==> src/rtl/spi_sclk_gen.sv <==
// rtl/spi_sclk_gen.sv - SPI SCLK/CSN sequencer with sample/shift strobes
// Divides i_clk_mhz into SCLK half-periods and frames i_cycles SCLK periods under CSN.
module spi_sclk_gen #(
   parameter int   par_clk_divisor = 8,
   parameter logic par_cpol        = 1'b0,
   parameter int   par_lead_ticks  = 2
) (
   input  logic       i_clk_mhz,
   input  logic       i_rstn_mhz,
   input  logic       i_start,
   input  logic [7:0] i_cycles,
   input  logic       i_abort,
   output logic       o_ready,
   output logic       o_csn,
   output logic       o_sclk,
   output logic       o_sample_ce,
   output logic       o_shift_ce,
   output logic       o_done
);

   localparam int H  = par_clk_divisor / 2;
   localparam int CW = (H > 1) ? $clog2(H) : 1;
   localparam int LW = (par_lead_ticks > 1) ? $clog2(par_lead_ticks) : 1;

   typedef enum logic [2:0] {IDLE, SETUP, RUN, HOLD, DONE} state_t;

   state_t        state;
   logic [CW-1:0] cnt;
   logic [LW-1:0] lead_cnt;
   logic [7:0]    remaining;
   logic          tick;
   logic          lead_last;

   assign tick      = (cnt == CW'(H - 1));
   assign lead_last = (lead_cnt == LW'(par_lead_ticks - 1));

   always_ff @(posedge i_clk_mhz) begin
      if (!i_rstn_mhz) begin
         state       <= IDLE;
         cnt         <= '0;
         lead_cnt    <= '0;
         remaining   <= '0;
         o_ready     <= 1'b1;
         o_csn       <= 1'b1;
         o_sclk      <= par_cpol;
         o_sample_ce <= 1'b0;
         o_shift_ce  <= 1'b0;
         o_done      <= 1'b0;
      end else begin
         o_sample_ce <= 1'b0;
         o_shift_ce  <= 1'b0;
         o_done      <= 1'b0;
         if (state != IDLE && i_abort) begin
            state    <= IDLE;
            cnt      <= '0;
            lead_cnt <= '0;
            o_ready  <= 1'b1;
            o_csn    <= 1'b1;
            o_sclk   <= par_cpol;
         end else begin
            case (state)
               IDLE: begin
                  if (i_start && !i_abort) begin
                     cnt      <= '0;
                     lead_cnt <= '0;
                     o_ready  <= 1'b0;
                     if (i_cycles != 8'd0) begin
                        remaining <= i_cycles;
                        state     <= SETUP;
                        o_csn     <= 1'b0;
                     end else begin
                        state  <= DONE;
                        o_done <= 1'b1;
                     end
                  end
               end
               SETUP: begin
                  if (tick) begin
                     cnt <= '0;
                     // The first leading edge is launched on the last lead tick, so RUN opens with SCLK active.
                     if (lead_last) begin
                        state       <= RUN;
                        lead_cnt    <= '0;
                        o_sclk      <= ~par_cpol;
                        o_sample_ce <= 1'b1;
                     end else begin
                        lead_cnt <= lead_cnt + 1'b1;
                     end
                  end else begin
                     cnt <= cnt + 1'b1;
                  end
               end
               RUN: begin
                  if (tick) begin
                     cnt <= '0;
                     if (o_sclk != par_cpol) begin
                        o_sclk     <= par_cpol;
                        o_shift_ce <= 1'b1;
                        remaining  <= remaining - 8'd1;
                     end else if (remaining == 8'd0) begin
                        state <= HOLD;
                     end else begin
                        o_sclk      <= ~par_cpol;
                        o_sample_ce <= 1'b1;
                     end
                  end else begin
                     cnt <= cnt + 1'b1;
                  end
               end
               HOLD: begin
                  if (tick) begin
                     cnt    <= '0;
                     state  <= DONE;
                     o_csn  <= 1'b1;
                     o_done <= 1'b1;
                  end else begin
                     cnt <= cnt + 1'b1;
                  end
               end
               DONE: begin
                  state   <= IDLE;
                  cnt     <= '0;
                  o_ready <= 1'b1;
               end
               default: begin
                  state   <= IDLE;
                  cnt     <= '0;
                  o_ready <= 1'b1;
                  o_csn   <= 1'b1;
                  o_sclk  <= par_cpol;
               end
            endcase
         end
      end
   end

endmodule

==> config.mk <==
export PLATFORM = sky130hd
export DESIGN_NAME = spi_sclk_gen
export DESIGN_NICKNAME = d
export VERILOG_FILES = /design/src/rtl/spi_sclk_gen.sv
export SDC_FILE = /design/constraint.sdc
export NUM_CORES = 1
export LEC_CHECK = 0
export CAP_MARGIN = 5
export CORE_ASPECT_RATIO = 1.5
export CORE_MARGIN = 2
export CORE_UTILIZATION = 50
export DETAILED_ROUTE_END_ITERATION = 8
export PLACE_DENSITY = 0.74
export SLEW_MARGIN = 25
export SYNTH_ARGS = -nofsm -noshare
export SYNTH_HDL_FRONTEND = slang
export SYNTH_SLANG_ARGS = --single-unit
==> constraint.sdc <==
create_clock -name i_clk_mhz -period 2.45 [get_ports i_clk_mhz]
set_input_delay 0.49 -clock i_clk_mhz [delete_from_list [all_inputs] [get_ports i_clk_mhz]]
set_output_delay 0.49 -clock i_clk_mhz [all_outputs]
set_load 0.03 [all_outputs]
# ---- Word-level counts from Yosys, hierarchy flattened
# Index checks and enable logic that the tools add are counted.
dict set report word_totals {
  reg_bits 20
  in_bits 12
  out_inout_bits 6
}
dict set report classes {
  add_sub_neg 3
  n_mux 41
  eq_ne 14
  bitwise_logic 7
  n_reduce_logical 20
}
# operator count
set op_table {}
lappend op_table {{8-bit 2-to-1 mux} 4}
lappend op_table {{3-bit 2-to-1 mux} 8}
lappend op_table {{1-bit 2-to-1 mux} 18}
lappend op_table {{2-bit inequality test (second input constant)} 9}
lappend op_table {{8-bit case mux with 2 select lines} 1}
lappend op_table {{3-bit case mux with 4 select lines} 1}
lappend op_table {{3-bit OR reduction} 3}
lappend op_table {{8-bit logical NOT} 1}
lappend op_table {{1-bit case mux with 2 select lines} 4}
lappend op_table {{4-bit AND reduction} 2}
lappend op_table {{8-bit nonzero test} 1}
lappend op_table {{8-bit by 1-bit subtractor with 8-bit output (second input constant)} 1}
lappend op_table {{1-bit NOT} 7}
lappend op_table {{7-bit AND reduction} 1}
lappend op_table {{3-bit by 2-bit equality test with 1-bit output (second input constant)} 2}
lappend op_table {{1-bit case mux with 3 select lines} 2}
lappend op_table {{6-bit AND reduction} 1}
lappend op_table {{2-bit 2-to-1 mux} 2}
lappend op_table {{2-bit case mux with 2 select lines} 1}
lappend op_table {{2-bit nonzero test} 2}
lappend op_table {{4-bit OR reduction} 1}
lappend op_table {{3-bit by 1-bit equality test with 1-bit output (second input constant)} 1}
lappend op_table {{3-bit equality test (second input constant)} 1}
lappend op_table {{3-bit logical NOT} 1}
lappend op_table {{other kinds (9)} 10}

# ---- Longest topological paths before layout
# Gate-level depths: netlist of run 1.
dict set report logic_depth {
  depth_word 5
  mapped_depth 7
  mapped_depth_nobuf 6
}

# ---- Worst setup path after synthesis of run 1
# Ideal clock, no wire load.
dict set report synth_timing {
  path_kind {flip-flop to flip-flop}
  startpoint {reg cnt[0]}
  endpoint {reg remaining[0]}
  arrival_ns 1.756
  path_stages_with_launch 8
  slack_ns 0.575
  n_path_buf 2
  setup_time_ns 0.119
  cell_sequence {dfxtp_1 > ha_1 > clkbuf_1 > nand2_1 > a211o_4 > or2_1 > buf_6 > o221a_1}
}
dict set report synth_between {
  elab_chain_len 3
}
# element line_no
set synth_lines {}
lappend synth_lines {{start, declared} 28} ;# logic [CW-1:0] cnt;
lappend synth_lines {{start signal, assigned} 90} ;# cnt <= cnt + 1'b1;
lappend synth_lines {{start signal, assigned} 107} ;# cnt <= cnt + 1'b1;
lappend synth_lines {{start signal, assigned} 117} ;# cnt <= cnt + 1'b1;
lappend synth_lines {{2-bit equality test} 34} ;# assign tick = (cnt == CW'(H - 1));
lappend synth_lines {{2-bit inequality test (no line)} n/a}
lappend synth_lines {{6-bit AND reduction (no line)} n/a}
lappend synth_lines {{end signal, assigned} 68} ;# remaining <= i_cycles;
lappend synth_lines {{end signal, assigned} 99} ;# remaining <= remaining - 8'd1;
lappend synth_lines {{end, declared} 30} ;# logic [7:0] remaining;
# No other way between the ends.
# A chain may end at the register's enable or synchronous reset.

# ---- Final worst setup path of run 1
dict set report layout_timing {
  startpoint {in i_abort}
  endpoint {reg remaining[7]}
}
dict set report layout_between {
  elab_chain_len 4
  word_cells_on_any_way 6
}
# element line_no
set layout_lines {}
lappend layout_lines {{start, declared} 12} ;# input logic i_abort,
lappend layout_lines {{1-bit logical NOT} 63} ;# if (i_start && !i_abort) begin
lappend layout_lines {{1-bit logical AND} 63}
lappend layout_lines {{2-bit inequality test (no line)} n/a}
lappend layout_lines {{6-bit AND reduction (no line) *} n/a}
# Every way passes the cells marked *; elsewhere a longest branch is shown, timed or not.

==> flow_summary.json, run 1 <==
{
  "run_status": "completed",
  "pin_count_of_the_biggest_net_entering_global_routing": 18,
  "timing.slew.headroom": 0.6096,
  "final_min_period_over_clock_period": 0.8125,
  "cts_hold_buf": 0,
  "p_leak_nw": 0.5688,
  "fmax_ghz": 0.5023,
  "grt.overflow.total": 0,
  "clock-sinks": 20,
  "final_cell_count_no_fill": 200,
  "critPathCaptureType": "flop",
  "finalCriticalPeriod_ns": 1.991,
  "synth_xor_xnor_area_share": 0,
  "worstRegToRegCells": 4,
  "crit_path_start_kind": "primary input",
  "cts_buffer_count": 3,
  "finalSetupTns_ns": 0,
  "post_synth_design_cell_area_um2": 1242,
  "h-tree-depth": 1,
  "critical-path-slowest-cell": "sky130_fd_sc_hd__clkdlybuf4s50_1",
  "gp_congestion": 0.9767,
  "drcViolationCount": 0,
  "drt-vias-per-instance": 6.285,
  "worst_case_clock_buffer_depth": 2,
  "cp_max_fo": 10,
  "drtPass1Iterations": 4,
  "worst-endpoint-arrival_ns": 2.22,
  "cts-resized-gates": 0,
  "worst_setup_hold_path_clk_slew_ns": 0.11,
  "maxCapViolations": 0,
  "grt_pass1_vias": 1169,
  "r2r_setup_slack_ns": 0.50,
  "grt_pass1_wl_um": 5299,
  "report.final.slew_viol_count": 0,
  "die_w_um": 44.70,
  "synth-edff-count": 0,
  "layout.cells.most_common": "sky130_fd_sc_hd__dfxtp_1",
  "grt_antenna_before_repair": 0,
  "ys_seq_area_frac": 0.3223,
  "synth_area_in_compound_gates": 0.2820,
  "required_time_of_the_critical_path_ns": 2.68,
  "clock_tree.root_cell": "sky130_fd_sc_hd__clkbuf_4",
  "timing.hold.worst.class": "flop to flop",
  "start_util": 0.5188,
  "syn-instance-count": 155,
  "place_hpwl_um": 2549,
  "max_stage_delay_ns": 0.41,
  "dp_cells": 196,
  "adder_cell_fraction_of_synth_area": 0.03021,
  "post_route_cells_drive_above_1_share": 0.1250,
  "synthSimpleGateAreaFrac": 0.2890,
  "clkLatencyLatePin_ns": 0.31,
  "yosys_warnings": 0,
  "design.final.nets": 192,
  "setup_viol_count_final": 0,
  "design.die.area_um2": 2908,
  "ir_drop_mv": 0.3873,
  "combinational_family_with_the_most_area_after_synthesis": "simple AND/OR/NAND/NOR gates",
  "final-hold-violation-count": 0,
  "synth_cell_types": 50,
  "synth.mux.area_fraction": 0.01611,
  "ioPinCount": 18,
  "n_antenna_cell": 0,
  "synthFlopType": "sky130_fd_sc_hd__dfxtp_1",
  "async_set_or_reset_register_ratio_after_synthesis": 0,
  "avgSynthCellArea_um2": 8.016,
  "min_path_cells": 2,
  "fin_worst_skew_ns": 0.005118,
  "timing_worst_setup_path_type": "primary input to flop",
  "buffer_ports.inserted": 17,
  "power_per_cell_area_nw_per_um2": 513.3,
  "routed_wire_length_per_instance_um": 16.78,
  "critical_path.cell_chain": "clkdlybuf4s50_1 -> or3_1 -> a211o_4 -> or2_1 -> o32ai_2",
  "synth.ff_latch_count": 20,
  "core_area_um2": 2395,
  "most-common-layout-cells": "sky130_fd_sc_hd__dfxtp_1 (20), sky130_fd_sc_hd__clkdlybuf4s50_1 (17), sky130_fd_sc_hd__nand2_1 (16), sky130_fd_sc_hd__a21oi_1 (14), sky130_fd_sc_hd__nor2_1 (12)",
  "timing_worst_slew_pin_value_ns": 0.5803,
  "tritoncts": "built",
  "grt_setup_unrepaired": "false",
  "placement_row_count": 22,
  "detailedRoute.firstIterationViolations": 46,
  "postCtsSetupBuffers": 0,
  "synth_fp_nets": 170,
  "antenna_violating_nets_post_route": 0,
  "grt_util_all_layers": 0.2482,
  "routed-via-count": 1257,
  "area_overhead_vs_synth_pct": 21.15,
  "detail_route.wirelength_um": 3356,
  "die_h_um": 65.05
}
==> stage by stage <==
step                      total power, mW  worst slack [ns]  hold slack, ns  utilization  instance area (um^2)
final                              0.7726            0.4593          0.4882       0.6285                  1505
after global routing               0.8054            0.4217          0.5071       0.6285                  1505
after CTS                          0.7712            0.4651          0.4882       0.6285                  1505
after detailed placement           0.5766            0.1463          0.4711       0.6134                  1469
after global placement             0.5697            0.1917          0.4574       0.6134                  1469
after floorplan                    0.5085            0.5752          0.4476            -                  1242
==> worst paths after layout <==
check | start | end
worst max register to register | state[0]$_SDFFE_PP0P_ | remaining[7]$_SDFFE_PN0P_
worst min-delay path | cnt[0]$_SDFFE_PP0N_ | cnt[0]$_SDFFE_PP0N_
worst min register to register | cnt[0]$_SDFFE_PP0N_ | cnt[0]$_SDFFE_PP0N_
worst max-delay path | i_abort | remaining[7]$_SDFFE_PN0P_
==> area by class of cell <==
type / instances / area, um^2
Fill cell: 223 / 889.6
Multi-Input combinational cell: 118 / 767.0
Sequential cell: 20 / 400.4
Timing Repair Buffer: 27 / 245.2
Clock buffer: 4 / 36.28
Tap cell: 24 / 30.03
Inverter: 7 / 26.28
==> power breakdown <==
group | total (mW) | internal [mW] | switching, mW
clock | 0.197 | 0.0909 | 0.107
sequential | 0.373 | 0.346 | 0.0273
combinational | 0.202 | 0.0913 | 0.111
total | 0.773 | 0.528 | 0.244
==> cells by family (layout without fill, tap and decap cells) <==
kind of cell | Yosys count | count (layout)
flops | 20 | 20
fa+ha+maj | 3 | 3
buf+inv | 17 | 38
simple gates | 67 | 67
compound gates | 46 | 46
mux | 2 | 2
==> layer usage <==
layer / vias to the layer above / track usage / part of all wire
met4: 0 / 0.1402 / 0.043
li1: 618 / - / -
met5: - / 0 / 0
met1: 586 / 0.2616 / 0.39
met2: 38 / 0.4547 / 0.54
met3: 15 / 0.01950 / 0.032
==> state kept, by name (all words and copies together), names as in the netlist <==
signal       count
o_shift_ce       1
o_sample_ce      1
state            3
o_csn            1
lead_cnt         1
remaining        8
o_ready          1
cnt              2
o_sclk           1
o_done           1
==> Yosys cell counts (2+ instances only) <==
cell                        n  area, um^2
sky130_fd_sc_hd__a21oi_1   14       70.07
sky130_fd_sc_hd__a22oi_1    2       15.01
sky130_fd_sc_hd__and2_1     3       18.77
sky130_fd_sc_hd__and3_1     3       18.77
sky130_fd_sc_hd__buf_2      3       15.01
sky130_fd_sc_hd__clkbuf_1   6       22.52
sky130_fd_sc_hd__dfxtp_1   20       400.4
sky130_fd_sc_hd__ha_1       3       37.54
sky130_fd_sc_hd__inv_1      7       26.28
sky130_fd_sc_hd__mux2i_1    2       20.02
sky130_fd_sc_hd__nand2_1   16       60.06
sky130_fd_sc_hd__nand3_1    2       10.01
sky130_fd_sc_hd__nor2_1    12       45.04
sky130_fd_sc_hd__nor2b_1    3       18.77
sky130_fd_sc_hd__nor3_1     7       35.03
sky130_fd_sc_hd__nor3b_1    3       22.52
sky130_fd_sc_hd__nor4_1     4       25.02
sky130_fd_sc_hd__o21ai_0    5       25.02
sky130_fd_sc_hd__o21ai_1    2       10.01
sky130_fd_sc_hd__o311ai_0   2       17.52
sky130_fd_sc_hd__o311ai_1   2       17.52
sky130_fd_sc_hd__o31ai_2    2       25.02
sky130_fd_sc_hd__o32ai_2    2       32.53
sky130_fd_sc_hd__or3_1      4       25.02
==> worst max-delay path: cells and delay by family <==
family	cells	cell delay [ns]
simple gates	2	0.70
buf+inv	1	0.41
compound gates	2	0.61
(Power assumes the default switching activity.)
==> run 2, diff against run 1 <==
CORE_UTILIZATION = 48   (was 50)
PLACE_DENSITY = 0.75   (was 0.74)
clock period = 1.8 ns   (was 2.45 ns; I/O delays follow)
==> flow_summary.json, run 2 (same netlist as run 1, synthesis figures left out) <==
{
  "run_status": "completed",
  "area_overhead_vs_synth_pct": 34.14,
  "power_per_cell_area_nw_per_um2": 666.1,
  "design.final.nets": 210,
  "pin_count_of_the_biggest_net_entering_global_routing": 12,
  "ioPinCount": 18,
  "r2r_start": "state[2]$_SDFFE_PP0P_",
  "critical_path.cell_chain": "clkdlybuf4s50_1 -> or3_1 -> a211o_4 -> or3_1 -> a21oi_1",
  "setup_viol_count_final": 0,
  "worst_case_clock_buffer_depth": 2,
  "timing_worst_slew_pin_value_ns": 0.6651,
  "timing.hold.worst.class": "flop to flop",
  "p_clk_frac": 0.241,
  "largest_register_ffs": 8,
  "final-hold-violation-count": 0,
  "cts_hold_buf": 0,
  "p_sw_frac": 0.3123,
  "drcViolationCount": 0,
  "worstSetupStartpoint": "i_abort",
  "fmax_ghz": 0.5629,
  "p_sw_mw": 0.3467,
  "ir_drop_mv": 0.5508,
  "power.share.sequential": 0.446,
  "crit_path_start_kind": "primary input",
  "routed_wire_length_per_instance_um": 16.59,
  "clock_tree.root_cell": "sky130_fd_sc_hd__clkbuf_4",
  "buffer_ports.inserted": 17,
  "finalCriticalPeriod_ns": 1.776,
  "required_time_of_the_critical_path_ns": 2.04,
  "routed-via-count": 1364,
  "power_report.internal_total_mw": 0.7633,
  "cp_max_fo": 9,
  "grt_util_all_layers": 0.2736,
  "report.final.slew_viol_count": 0,
  "regMostFlops": "remaining",
  "design.die.area_um2": 3020,
  "p_leak_nw": 0.6646,
  "drtPass1Iterations": 4,
  "maxCapViolations": 0,
  "fin_worst_skew_ns": 0.008971,
  "placement_row_count": 22,
  "critical-path-slowest-cell": "sky130_fd_sc_hd__clkdlybuf4s50_1",
  "start_util": 0.5072,
  "cts_buffer_count": 3,
  "post_route_cells_drive_above_1_share": 0.2320,
  "worstRegToRegCells": 6,
  "place_hpwl_um": 2777,
  "core_area_um2": 2450,
  "detailedRoute.firstIterationViolations": 42,
  "grt_antenna_before_repair": 0,
  "hold_slack_ns": 0.4799,
  "dpl_cell_area_um2": 1604,
  "clkLatencyLatePin_ns": 0.31,
  "layout_top_registers": "remaining: 8 flops, state: 3 flops, cnt: 2 flops",
  "grt.overflow.total": 0,
  "h-tree-depth": 1,
  "crit-reg2reg-capture": "remaining[0]$_SDFFE_PN0P_",
  "final_design_area_no_fill_um2": 1667,
  "antenna_violating_nets_post_route": 0,
  "drt-vias-per-instance": 6.257,
  "tritoncts": "built",
  "timing_worst_setup_path_type": "primary input to flop",
  "timing.critical_path.mode_cell": "sky130_fd_sc_hd__or3_1",
  "max_stage_delay_ns": 0.43,
  "detail_route.wirelength_um": 3617,
  "worst_setup_path_endpoint": "remaining[1]$_SDFFE_PN0P_",
  "pwr-share-comb": 0.313,
  "r2r_setup_slack_ns": 0.07,
  "most-common-layout-cells": "sky130_fd_sc_hd__buf_4 (28), sky130_fd_sc_hd__dfxtp_1 (19), sky130_fd_sc_hd__nand2_1 (16), sky130_fd_sc_hd__clkdlybuf4s50_1 (16), sky130_fd_sc_hd__a21oi_1 (14)",
  "worst-endpoint-arrival_ns": 2.02,
  "die_w_um": 45.54,
  "layout.cells.most_common": "sky130_fd_sc_hd__buf_4",
  "die_h_um": 66.31,
  "grt_pass1_vias": 1448,
  "worst_setup_hold_path_clk_slew_ns": 0.12,
  "finalSetupTns_ns": 0,
  "final_min_period_over_clock_period": 0.9869,
  "n_antenna_cell": 0,
  "clock-sinks": 20,
  "timing.slew.headroom": 0.5525,
  "grt_pass1_wl_um": 6113,
  "gp_congestion": 0.9709,
  "critPathCaptureType": "flop"
}
## run 2: timing repair
action	4_1_cts	5_1_grt
gates cloned	0	0
buffers inserted	0	0
endpoints found under the setup margin	7	6
gates resized for setup	3	4
pin swaps	0	1
## run 2: metal layers
metal  part of all wire  GRT usage  routed length, um  vias to the layer above
met5                  0          0                  0                        -
met4              0.066     0.1949                238                        0
met3              0.032    0.02732                115                       21
met2               0.53     0.4859               1919                       43
met1               0.37     0.2790               1343                      648
li1                   -          -                  -                      652
## run 2: area by class of cell
class                           count  area [um^2]
Multi-Input combinational cell    118        793.3
Fill cell                         209        783.3
Sequential cell                    20        401.6
Timing Repair Buffer               45        379.1
Clock buffer                        4        36.28
Tap cell                           24        30.03
Inverter                            7        26.28
## run 2: worst min-delay path by stage
stage | depth (start not counted) | slack (ns) | from | end
after global placement | 2 | 0.46 | cnt[0]$_SDFFE_PP0N_ | cnt[0]$_SDFFE_PP0N_
after global routing | 2 | 0.51 | cnt[0]$_SDFFE_PP0N_ | cnt[0]$_SDFFE_PP0N_
after floorplan | 2 | 0.45 | cnt[0]$_SDFFE_PP0N_ | cnt[0]$_SDFFE_PP0N_
after CTS | 2 | 0.48 | cnt[0]$_SDFFE_PP0N_ | cnt[0]$_SDFFE_PP0N_
after detailed placement | 2 | 0.47 | cnt[0]$_SDFFE_PP0N_ | cnt[0]$_SDFFE_PP0N_
final | 2 | 0.48 | cnt[0]$_SDFFE_PP0N_ | cnt[0]$_SDFFE_PP0N_
## run 2: through the flow
step / std cells / utilization / worst slack (ns) / power, mW
global route: 218 / 0.6803 / -0.01237 / 1.168
detailed placement: 214 / 0.6548 / -0.3607 / 0.8341
global placement: 214 / 0.6548 / -0.3267 / 0.8216
floorplan: 155 / - / 0.02214 / 0.6922
finish: 218 / 0.6803 / 0.02357 / 1.110
CTS: 218 / 0.6721 / 0.03015 / 1.103
## run 2: worst max-delay path, delay by kind of cell
kind | cells | cell delay (ns)
compound gates | 2 | 0.50
simple gates | 2 | 0.74
buf+inv | 1 | 0.43
## run 2: power groups by stage
stage / combinational, mW / sequential, mW / clock (mW)
floorplan: 0.178 / 0.514 / 0
global placement: 0.319 / 0.502 / 0
detailed placement: 0.330 / 0.504 / 0
CTS: 0.340 / 0.494 / 0.269
global route: 0.382 / 0.498 / 0.288
finish: 0.348 / 0.495 / 0.267
